**src/rtl/noc_pkg.sv**
```systemverilog
// Shared NoC router definitions: flit type encoding, port indices and a flit-type helper.
package noc_pkg;

    localparam int unsigned FLIT_TYPE_W = 2;

    typedef enum logic [FLIT_TYPE_W-1:0] {
        BODY      = 2'b00,
        TAIL      = 2'b01,
        HEAD      = 2'b10,
        HEAD_TAIL = 2'b11
    } flit_type_t;

    localparam int unsigned PORT_N = 0;
    localparam int unsigned PORT_E = 1;
    localparam int unsigned PORT_S = 2;
    localparam int unsigned PORT_W = 3;
    localparam int unsigned PORT_L = 4;

    // Flit is passed zero-extended; width selects where the type field sits.
    function automatic flit_type_t flit_type(input logic [63:0] flit, input int unsigned width);
        return flit_type_t'(flit[width-1 -: FLIT_TYPE_W]);
    endfunction

endpackage

```
**src/rtl/rr_arbiter.sv**
```systemverilog
// Combinational round-robin arbiter: first requester at or after ptr, searching cyclically.
module rr_arbiter #(
    parameter int unsigned PORTS = 5,
    parameter int unsigned PTR_W = $clog2(PORTS)
) (
    input  logic [PORTS-1:0] req,
    input  logic [PTR_W-1:0] ptr,
    output logic [PORTS-1:0] grant,
    output logic [PTR_W-1:0] grant_idx,
    output logic             valid
);

    always_comb begin
        int cand;
        grant     = '0;
        grant_idx = '0;
        valid     = 1'b0;
        cand      = 0;
        for (int k = 0; k < int'(PORTS); k++) begin
            cand = (int'(ptr) + k) % int'(PORTS);
            if (!valid && req[cand]) begin
                valid       = 1'b1;
                grant[cand] = 1'b1;
                grant_idx   = PTR_W'(cand);
            end
        end
    end

endmodule

```
**src/rtl/output_port_arbiter.sv**
```systemverilog
// Per-output wormhole arbiter: round-robin head grant, head-to-tail lock, registered flit mux.
module output_port_arbiter
    import noc_pkg::*;
#(
    parameter int unsigned LINK_WIDTH = 8,
    parameter int unsigned PORTS      = 5,
    parameter int unsigned PTR_W      = $clog2(PORTS)
) (
    input  logic                        clk,
    input  logic                        rst,
    input  logic [PORTS-1:0]            req,
    input  logic [PORTS*LINK_WIDTH-1:0] in_flits,
    input  logic                        on_off,
    output logic [PORTS-1:0]            rd_en,
    output logic [LINK_WIDTH-1:0]       out_flit,
    output logic                        out_wr_en,
    output logic                        busy,
    output logic [PTR_W-1:0]            owner,
    output logic                        proto_err
);

    typedef enum logic [0:0] {StIdle, StLocked} state_t;

    state_t           state_q, state_d;
    logic [PTR_W-1:0] owner_q, owner_d;
    logic [PTR_W-1:0] ptr_q, ptr_d;
    logic             err_q, err_d;
    logic [PTR_W-1:0] sel;

    logic [LINK_WIDTH-1:0] flit_arr [PORTS];
    flit_type_t            ftype    [PORTS];
    logic [PORTS-1:0]      is_head;

    for (genvar i = 0; i < int'(PORTS); i++) begin : g_slice
        assign flit_arr[i] = in_flits[i*LINK_WIDTH +: LINK_WIDTH];
        assign ftype[i]    = flit_type(64'(flit_arr[i]), LINK_WIDTH);
        assign is_head[i]  = (ftype[i] == HEAD) || (ftype[i] == HEAD_TAIL);
    end

    logic [PORTS-1:0] arb_grant;
    logic [PTR_W-1:0] arb_idx;
    logic             arb_valid;

    rr_arbiter #(
        .PORTS(PORTS),
        .PTR_W(PTR_W)
    ) u_rr_arbiter (
        .req      (req & is_head),
        .ptr      (ptr_q),
        .grant    (arb_grant),
        .grant_idx(arb_idx),
        .valid    (arb_valid)
    );

    always_comb begin
        state_d = state_q;
        owner_d = owner_q;
        ptr_d   = ptr_q;
        err_d   = err_q;
        rd_en   = '0;
        sel     = owner_q;
        case (state_q)
            StIdle: begin
                // Body/tail at the front with no lock means a head was lost upstream.
                if (|(req & ~is_head)) err_d = 1'b1;
                if (on_off && arb_valid) begin
                    rd_en = arb_grant;
                    sel   = arb_idx;
                    ptr_d = (arb_idx == PTR_W'(PORTS - 1)) ? '0 : arb_idx + 1'b1;
                    if (ftype[arb_idx] == HEAD) begin
                        state_d = StLocked;
                        owner_d = arb_idx;
                    end
                end
            end
            StLocked: begin
                if (req[owner_q]) begin
                    if (is_head[owner_q]) begin
                        err_d = 1'b1;
                    end else if (on_off) begin
                        rd_en[owner_q] = 1'b1;
                        if (ftype[owner_q] == TAIL) state_d = StIdle;
                    end
                end
            end
            default: state_d = StIdle;
        endcase
        if (rst) rd_en = '0;
    end

    always_ff @(posedge clk) begin
        if (rst) begin
            state_q   <= StIdle;
            owner_q   <= '0;
            ptr_q     <= '0;
            err_q     <= 1'b0;
            out_flit  <= '0;
            out_wr_en <= 1'b0;
        end else begin
            state_q   <= state_d;
            owner_q   <= owner_d;
            ptr_q     <= ptr_d;
            err_q     <= err_d;
            out_wr_en <= |rd_en;
            if (|rd_en) out_flit <= flit_arr[sel];
        end
    end

    assign busy      = (state_q == StLocked);
    assign owner     = owner_q;
    assign proto_err = err_q;

endmodule

```
**config.mk**
```make
export PLATFORM = sky130hd
export DESIGN_NAME = output_port_arbiter
export DESIGN_NICKNAME = d
export VERILOG_FILES = /design/src/rtl/noc_pkg.sv /design/src/rtl/rr_arbiter.sv /design/src/rtl/output_port_arbiter.sv
export SDC_FILE = /design/constraint.sdc
export NUM_CORES = 1
export LEC_CHECK = 0
export ABC_AREA = 0
export ABC_CLOCK_PERIOD_IN_PS = 20900
export CORE_ASPECT_RATIO = 0.5
export CORE_MARGIN = 4
export CORE_UTILIZATION = 45
export DETAILED_ROUTE_END_ITERATION = 12
export PLACE_DENSITY = 0.68
export SLEW_MARGIN = 20
export SYNTH_ARGS = -nofsm -noshare
export SYNTH_HDL_FRONTEND = slang
export SYNTH_SLANG_ARGS = --single-unit
```
**constraint.sdc**
```tcl
create_clock -name clk -period 20.9 [get_ports clk]
set_clock_uncertainty 0.15 [all_clocks]
set_input_delay 2.09 -clock clk [delete_from_list [all_inputs] [get_ports clk]]
set_output_delay 2.09 -clock clk [all_outputs]
set_load 0.01 [all_outputs]
```
**Word level (Yosys, flattened, before mapping)**

Cells that the tools add are included.

- Register bits after elaboration: 17
- Bits of input ports: 48

- Add/subtract/negate cells: 5
- Div/mod/pow operators: 5
- Magnitude comparators: 15
- Equality and inequality tests: 16
- Muxes and demuxes: 75
- Bitwise logic cells: 11
- Reduce and logical (&&, ||, !) cells: 25

Operator list:

| cell | number |
|---|---|
| $ge 32x1->1 const B | 5 |
| $lt 32x5->1 const B | 5 |
| $mod 32x4->32 const B | 4 |
| $mux 5 | 10 |
| $mod 4x4->32 const B | 1 |
| $mux 1 | 32 |
| $bmux 8 s3 | 1 |
| $mux 3 | 8 |
| $eq 2x2->1 const B | 11 |
| $bmux 1 s3 | 7 |
| $or 5x5->5 | 4 |
| $demux 1 s3 | 6 |
| $mux 8 | 2 |
| $bmux 2 s3 | 2 |
| $ge 4x4->1 const B | 3 |
| $not 3->4 | 3 |
| $logic_and 1x1->1 | 11 |
| $and 5x5->5 | 2 |
| $pmux 5 s2 | 1 |
| $reduce_or 5->1 | 2 |
| $add 3x2->4 const B | 2 |
| $mux 2 | 4 |
| $reduce_and 3->1 | 2 |
| $logic_or 1x1->1 | 5 |
| other kinds (14) | 19 |

**Logic depth before layout (Yosys ltp)**

Gate-level depths: netlist of the first run.

- Word-level depth: 27
- Gate-level depth with buffers: 29
- Mapped depth without buffers: 23

**By module**

A second synthesis of the first run with hierarchy kept.

- Cells, all modules: 514
- Area total of the unflattened synthesis: 3797.4 µm²

By module, submodules not included:

| module | instances | cells an instance | area each (µm²) | seq. area each (µm²) |
|---|---|---|---|---|
| rr_arbiter | 1 | 334 | 2283.4 | 0.0 |
| output_port_arbiter | 1 | 180 | 1514.0 | 340.3 |

**Least setup slack after synthesis of the first run**

Ideal clock, no wire load.

- Path type: register to output
- Start point: register ptr_q[0]
- End point: output rd_en[4]
- Arrival: 5.874 ns
- Path slack: 12.786 ns
- Stages on the path, launching flop included: 26
- Cell sequence: dfxtp_1 > buf_6 > buf_2 > clkbuf_1 > clkbuf_1 > inv_1 > ha_1 > inv_1 > ha_1 > buf_2 > inv_1 > ha_1 > or3_1 > a21oi_1 > or2_2 > ha_1 > and3b_1 > a32o_1 > a221oi_4 > mux2i_1 > and2_1 > a22oi_4 > a31oi_1 > buf_2 > o31ai_1 > a21oi_2

- Word-level cells in the longest chain between the ends: 21
- Elaborated cells between the ends (all ways): 75

Ends and longest elaborated chain:

| what | line | RTL |
|---|---|---|
| start: declaration | output_port_arbiter.sv:26 | `logic [PTR_W-1:0] ptr_q, ptr_d;` |
| start signal: assignment | output_port_arbiter.sv:102 | `ptr_q <= ptr_d;` |
| branches (longest 18 deep; another with $mod 32x4->32) | - |  |
| $mux 5 (*) | output_port_arbiter.sv:66 | `if (on_off && arb_valid) begin` |
| $pmux 5 s2 (*) | output_port_arbiter.sv:62 | `case (state_q)` |
| $mux 5 (*) | output_port_arbiter.sv:88 | `if (rst) rd_en = '0;` |
| end: declaration | output_port_arbiter.sv:14 | `output logic [PORTS-1:0] rd_en,` |

Mark *: on every way between the ends. The select of a mux whose other input is x is not followed.

**Worst setup path in the final report of the first run**

- Start point: register ptr_q[1]
- End point: output rd_en[4]

Same word-level chain as after synthesis.

==> results of run 1 <==
## path summary, 6_finish.rpt
check	start	to	slack [ps]	depth (start not counted)
hold reg to reg	proto_err	proto_err	320	2
setup / recovery	ptr_q[1]	rd_en[4]	10590	18
hold / removal	proto_err	proto_err	320	2
setup reg to reg	ptr_q[1]	out_flit[7]	12760	19
## where the power goes
group	total (W)	switching (W)	internal [W]
logic	0.000670	0.000417	0.000254
registers	0.0000521	0.0000119	0.0000403
clock network	0.0000389	0.0000130	0.0000259
## stage by stage
step / total power [W] / instance area (sq um) / utilization [%] / hold WS [ps] / setup slack, ps
2_1_floorplan: 0.000574 / 4380 / - / 357 / 12790
3_5_place_dp: 0.000704 / 5030 / 53.2 / 315 / 11100
5_1_grt: 0.000830 / 5110 / 54.1 / 368 / 10060
6_report: 0.000761 / 5110 / 54.1 / 320 / 10590
4_1_cts: 0.000747 / 5110 / 54.1 / 327 / 10810
3_3_place_gp: 0.000702 / 5030 / 53.2 / 311 / 11340
## state kept, by name, indices dropped and copies added (netlist names)
signal     count
ptr_q          3
proto_err      1
out_flit       8
owner          3
out_wr_en      1
busy           1
## routing by layer
| metal | routed length (um) | vias up | share of wire (%) |
|---|---|---|---|
| met5 | 0 | - | 0 |
| met4 | 412 | 0 | 2.8 |
| met3 | 1850 | 39 | 13 |
| met2 | 6000 | 282 | 41 |
| met1 | 6420 | 2327 | 44 |
| li1 | - | 2406 | - |
## area by class of cell
type,instances,area [sq um],area share [%]
Multi-Input combinational cell,509,3700,72.3
Timing Repair Buffer,69,683,13.4
Sequential cell,17,340,6.66
Tap cell,135,169,3.31
Inverter,37,141,2.77
Clock buffer,4,78.8,1.54
## tightest hold or removal path, stage by stage (launching register included)
cell	delay, ps
dfxtp_1	320
a311oi_1	50
nor2_1	70
## cells in the mapped netlist (6+ instances only)
| library cell | count | area share, % |
|---|---|---|
| a21boi_0 | 11 | 1.9 |
| a21oi_1 | 36 | 4.1 |
| a31oi_1 | 15 | 2.1 |
| a31oi_2 | 7 | 2.0 |
| and2_1 | 6 | 0.86 |
| and3_1 | 9 | 1.3 |
| buf_2 | 9 | 1.0 |
| clkbuf_1 | 20 | 1.7 |
| dfxtp_1 | 17 | 7.8 |
| ha_1 | 29 | 8.3 |
| inv_1 | 35 | 3.0 |
| mux2_2 | 6 | 1.5 |
| mux2i_1 | 14 | 3.2 |
| nand2_1 | 54 | 4.6 |
| nand2b_1 | 14 | 2.0 |
| nand3_1 | 27 | 3.1 |
| nor2_1 | 25 | 2.1 |
| nor2b_1 | 9 | 1.3 |
| nor3_1 | 32 | 3.7 |
| nor4_1 | 8 | 1.1 |
| o211ai_1 | 10 | 1.7 |
| o21ai_0 | 39 | 4.5 |
| o22ai_1 | 6 | 0.86 |
| o31ai_1 | 6 | 1.0 |
| o32a_1 | 8 | 1.8 |
| o41ai_1 | 10 | 2.0 |
| or3_1 | 8 | 1.1 |
## logic make-up (layout without fill, tap and decap cells)
logic type	after synthesis	in the layout	synth area share, %
AO/OA/AOI/OAI	223	223	39.9
AND/OR/NAND/NOR	223	223	27.0
buffers and inverters	75	110	7.78
adder cells (fa/ha/maj)	29	29	8.29
multiplexers	25	25	6.95
flip-flops	17	17	7.78
XOR/XNOR	9	9	2.32
==> results.tsv, run 1 <==
stage	metric	value	unit
outcome	status	finished clean	
yosys	synthCells	601	
yosys	ys.flop_type	dfxtp_1	
placement	place.gp.congestion	0.969	
run	cap_violations	0	
clock_tree	cts_setup_buffers	0	
global_routing	grt-busiest-layer	met2	
clock_tree	htree_levels	1	
cells_and_area	final_cells	771	
placement	numPlacedInstances	767	
setup_path	required	18660	ps
sta	tns	0	ps
cells_and_area	fill_cells	940	
clock_tree	root_buffer	clkbuf_16	
yosys	syn-num-nets	678	
cells_and_area	fin_nets	714	
sta	hold_viol_final	0	
yosys	yosys_register_bits	17	
min_path	hold_class	flip-flop to flip-flop	
cells_and_area	antennaDiodeCount	0	
clock_tree	cts_tree	built	
global_routing	grt_pass1_wl	24.1	mm
drt	wl_per_cell	19.0	um
cells_and_area	area_delta_synth_final	16.7	%
setup_path	critical-path-top-delay-family	compound AO/OA/AOI/OAI gates	
global_routing	groute.usage.overall	25.2	%
placement	hpwl	11.2	mm
global_routing	grt_start_max_net_pins	42	
setup_path	cp-start-kind	flip-flop	
yosys	avgSynthCellArea	7.28	sq um
clock_tree	path_clk_slew	50	ps
global_routing	met1_usage	35.5	%
sta	fin_crit_sh	49.3	%
sta	relSlewSlack	35.6	%
sta	fin_crit	10310	ps
clock_tree	cts_sinks	17	
global_routing	first_global_vias	4655	
clock_tree	clk_latency	250	ps
clock_tree	cts-resized-gates	0	
clock_tree	numCtsBuffers	3	
clock_tree	cts_buffer_depth	2	
global_routing	grt-ovfl-total	0	
sta	worstMarginPinSlew	961	ps
floorplanning	row_count	25	
yosys	ys_types	94	
sta	slew_viol_final	0	
power	powerDensity	149	nW/um^2
setup_path	worstPathCellList	inv_1 -> ha_1 -> clkinv_1 -> ha_1 -> nor3_2 -> nor3_1 -> or2_2 -> ha_1 -> and3b_1 -> a32o_1 -> a221oi_4 -> mux2i_1 -> and2_1 -> a22oi_4 -> a31oi_1 -> o31ai_1 -> a21oi_2 -> clkdlybuf4s50_1	
floorplanning	start_util	46.3	%
sta	fmax	97.0	MHz
yosys	yosys_warnings	0	
drt	route.detailed.drc	0	
drt	ant_nets	0	
setup_path	cp_slowest_cell	dfxtp_1	
clock_tree	holdBufCountCts	0	
yosys	synth-edff-count	0	
floorplanning	ios	67	
global_routing	antenna_found_initial	0	
cells_and_area	drive_gt1_share	8.33	%
floorplanning	dieHeight	77.7	um
yosys	async_reset_ff_share	0	%
floorplanning	core_area	9450	sq um
cells_and_area	final_common_cell	clkdlybuf4s50_1	
setup_path	cpPeakStageDelay	840	ps
setup_path	crit_fanout	20	
setup_path	cp.arrival	8070	ps
global_routing	use_met3	6.24	%
drt	first_pass_iters	6	
power	ir_drop	53.8	uV
setup_path	path_class	flip-flop to output port	
setup_path	cp_common_cell	ha_1	
global_routing	groute.layer.met2.usage	37.1	%
floorplanning	die_w	147	um
drt	wirelength	14.7	mm
floorplanning	dieArea	11500	sq um
drt	via_count	5054	
drt	drtIter0Drc	459	
cells_and_area	final_cell_mix	66 x clkdlybuf4s50_1, 54 x nand2_1, 39 x o21ai_0, 36 x a21oi_1, 35 x inv_1	
sta	rsz0062_at_grt	false	
setup_path	critPathBufInv	3	
power	leakagePower	1.85	nW
sta	setup_violations	0	
setup_path	end_kind	output port	
drt	viasPerCell	6.56	
placement	portBuffers	66	
yosys	syn_area	4380	sq um
yosys	ys_seq_area_share	7.78	%
No activity file was read; power rests on OpenSTA's default activity.
==> run 2, diff against run 1 <==
- ABC_CLOCK_PERIOD_IN_PS: 20900 -> 8600
- PLACE_DENSITY: 0.68 -> 0.71
- clock period: 20.9 -> 8.6 ns (I/O delays scaled with it)
==> run 2 against run 1 <==
Against the previous run: combinational power up 150%; total power up 150%; register-to-register slack worse by 11000 ps; core utilization up 0.28 points; final cell count up 0.39%; count of clock-buffer cells in the layout down 1; sequential power up 140%; sequential share of layout area about the same; clock power rose to 2.6 times the previous value.
==> results.tsv, run 2 (synthesis results as in run 1) <==
stage	metric	value	unit	change
clock_tree	cts_setup_buffers	0		unchanged
global_routing	grt-ovfl-total	0		unchanged
sta	rsz0062_at_grt	false		
run	cap_violations	0		unchanged
drt	drtIter0Drc	549		+20%
sta	fmax	126	MHz	
sta	hold_viol_final	0		unchanged
floorplanning	dieArea	11500	sq um	unchanged
sta	setup_violations	0		unchanged
drt	first_pass_iters	8		+2
cells_and_area	regMostFlops	out_flit		
floorplanning	core_area	9450	sq um	unchanged
clock_tree	path_clk_slew	60	ps	about the same
global_routing	grt_start_max_net_pins	42		unchanged
sta	fin_crit_sh	92.1	%	
floorplanning	dieHeight	77.7	um	unchanged
global_routing	first_global_vias	4588		-1.4%
setup_path	end_kind	output port		
setup_path	path_class	flip-flop to output port		
clock_tree	holdBufCountCts	0		unchanged
power	seq_power_share	6.6	%	-0.2 points
cells_and_area	final_common_cell	clkdlybuf4s50_1		
drt	via_count	5064		+0.20%
drt	viasPerCell	6.54		-0.19%
drt	met1_length	6.41	mm	about the same
sta	slew_viol_final	0		unchanged
drt	ant_nets	0		unchanged
sta	tns	0	ps	unchanged
clock_tree	cts_tree	built		
cells_and_area	area_delta_synth_final	17.3	%	
floorplanning	die_w	147	um	unchanged
power	power.internal	0.000785	W	+150%
drt	wirelength	14.7	mm	+0.31%
sta	setup_slack	681	ps	-9910 ps
placement	place.gp.congestion	0.986		+1.8%
drt	wl_per_cell	19.0	um	about the same
placement	hpwl	11.3	mm	+1.6%
cells_and_area	antennaDiodeCount	0		unchanged
floorplanning	start_util	46.3	%	unchanged
clock_tree	htree_levels	1		unchanged
placement	post-place-ws	1140	ps	-9970 ps
global_routing	grt_pass1_wl	23.3	mm	-3.2%
min_path	hold_class	flip-flop to flip-flop		
drt	routed.top_layer	met4		
power	clkPwrFrac	5.4	%	+0.3 points
clock_tree	clk_latency	260	ps	about the same
cells_and_area	largest_register_ffs	8		unchanged
setup_path	required	7590	ps	-11070 ps
cells_and_area	drive_gt1_share	8.92	%	+0.59 points
power	p_comb_share	87.9	%	about the same
drt	wl_met2	6.37	mm	+6.1%
outcome	status	finished clean		
floorplanning	row_count	25		unchanged
setup_path	cp-start-kind	flip-flop		
sta	relSlewSlack	42.7	%	+7.1 points
drt	dr_wl_met3	1.48	mm	-20%
sta	fin_crit	7920	ps	
cells_and_area	fin_nets	717		+0.42%
clock_tree	cts_sinks	17		unchanged
clock_tree	cts_buffer_depth	2		unchanged
placement	portBuffers	66		unchanged
clock_tree	numCtsBuffers	3		unchanged
power	leakagePower	1.87	nW	+0.78%
floorplanning	ios	67		unchanged
power	p_sw	0.00109	W	+150%
setup_path	crit_fanout	14		-30%
power	ir_drop	192	uV	+260%
power	sw_frac_of_total	58.2	%	+0.16 points
global_routing	groute.usage.overall	24.6	%	-0.56 points
clock_tree	root_buffer	clkbuf_16		
drt	route.detailed.drc	0		unchanged
sta	fin_hold_ws	328	ps	+7.54 ps
sta	worstMarginPinSlew	850	ps	-111 ps
power	powerDensity	365	nW/um^2	+150%
setup_path	cp.arrival	6910	ps	-1160 ps
cells_and_area	fill_cells	904		-3.8%
cells_and_area	final_cell_mix	66 x clkdlybuf4s50_1, 54 x nand2_1, 39 x o21ai_0, 36 x a21oi_1, 35 x inv_1		
global_routing	antenna_found_initial	0		unchanged
clock_tree	cts-resized-gates	0		unchanged
-- run 2: cell types whose count changed in the layout (fill, tap and decap cells not counted), sizes merged --
cell | previous run | this run
buf | 3 | 6
clkbuf | 4 | 3
clkinvlp | 0 | 1
-- run 2: cell type report --
type                            instances  area, sq um  area share [%]
Clock inverter                          1         7.51           0.146
Tap cell                              135          169            3.29
Sequential cell                        17          340            6.63
Clock buffer                            3         75.1            1.46
Inverter                               37          141            2.75
Timing Repair Buffer                   72          706            13.7
Multi-Input combinational cell        509         3700            72.0
-- run 2: metal layers --
metal	GRT usage (%)	vias to the layer above
met2	39.1	282
li1	-	2403
met1	32.8	2336
met5	0	-
met4	10.4	0
met3	4.73	43
-- run 2: power groups by stage --
stage	Clock [W]	Sequential, W	Combinational (W)
detailed placement	0	0.000125	0.00161
floorplan	0	0.000119	0.00127
global placement	0	0.000125	0.00159
CTS	0.000102	0.000123	0.00161
finish	0.000102	0.000124	0.00165
global route	0.000105	0.000127	0.00180
-- run 2: path summary, 6_finish.rpt --
path	start	endpoint	slack, ps	cells after the start
worst min register to register	proto_err	proto_err	330	2
worst max register to register	ptr_q[1]	out_flit[6]	1570	22
worst max-delay path	ptr_q[1]	rd_en[1]	680	20
worst min-delay path	proto_err	proto_err	330	2
-- run 2: critical path, cell delays in order, from the launching register on --
cell,delay (ps)
dfxtp_1,310
inv_1,330
ha_1,360
inv_1,110
ha_1,540
inv_1,160
ha_1,260
nor3_2,330
nor3_1,100
or2_2,320
ha_1,220
and3b_1,190
a32o_1,240
a221oi_4,360
mux2i_1,720
and2_1,340
a22oi_4,110
a31o_1,360
a21oi_1,170
o41a_1,460
clkdlybuf4s50_1,640
-- run 2: stage by stage --
stage	total power [W]	utilization [%]	std cells	area (sq um)
global route	0.00203	54.4	774	5130
CTS	0.00184	54.4	774	5130
floorplan	0.00139	-	601	4380
finish	0.00188	54.4	774	5130
global placement	0.00172	53.5	770	5050
detailed placement	0.00173	53.5	770	5050
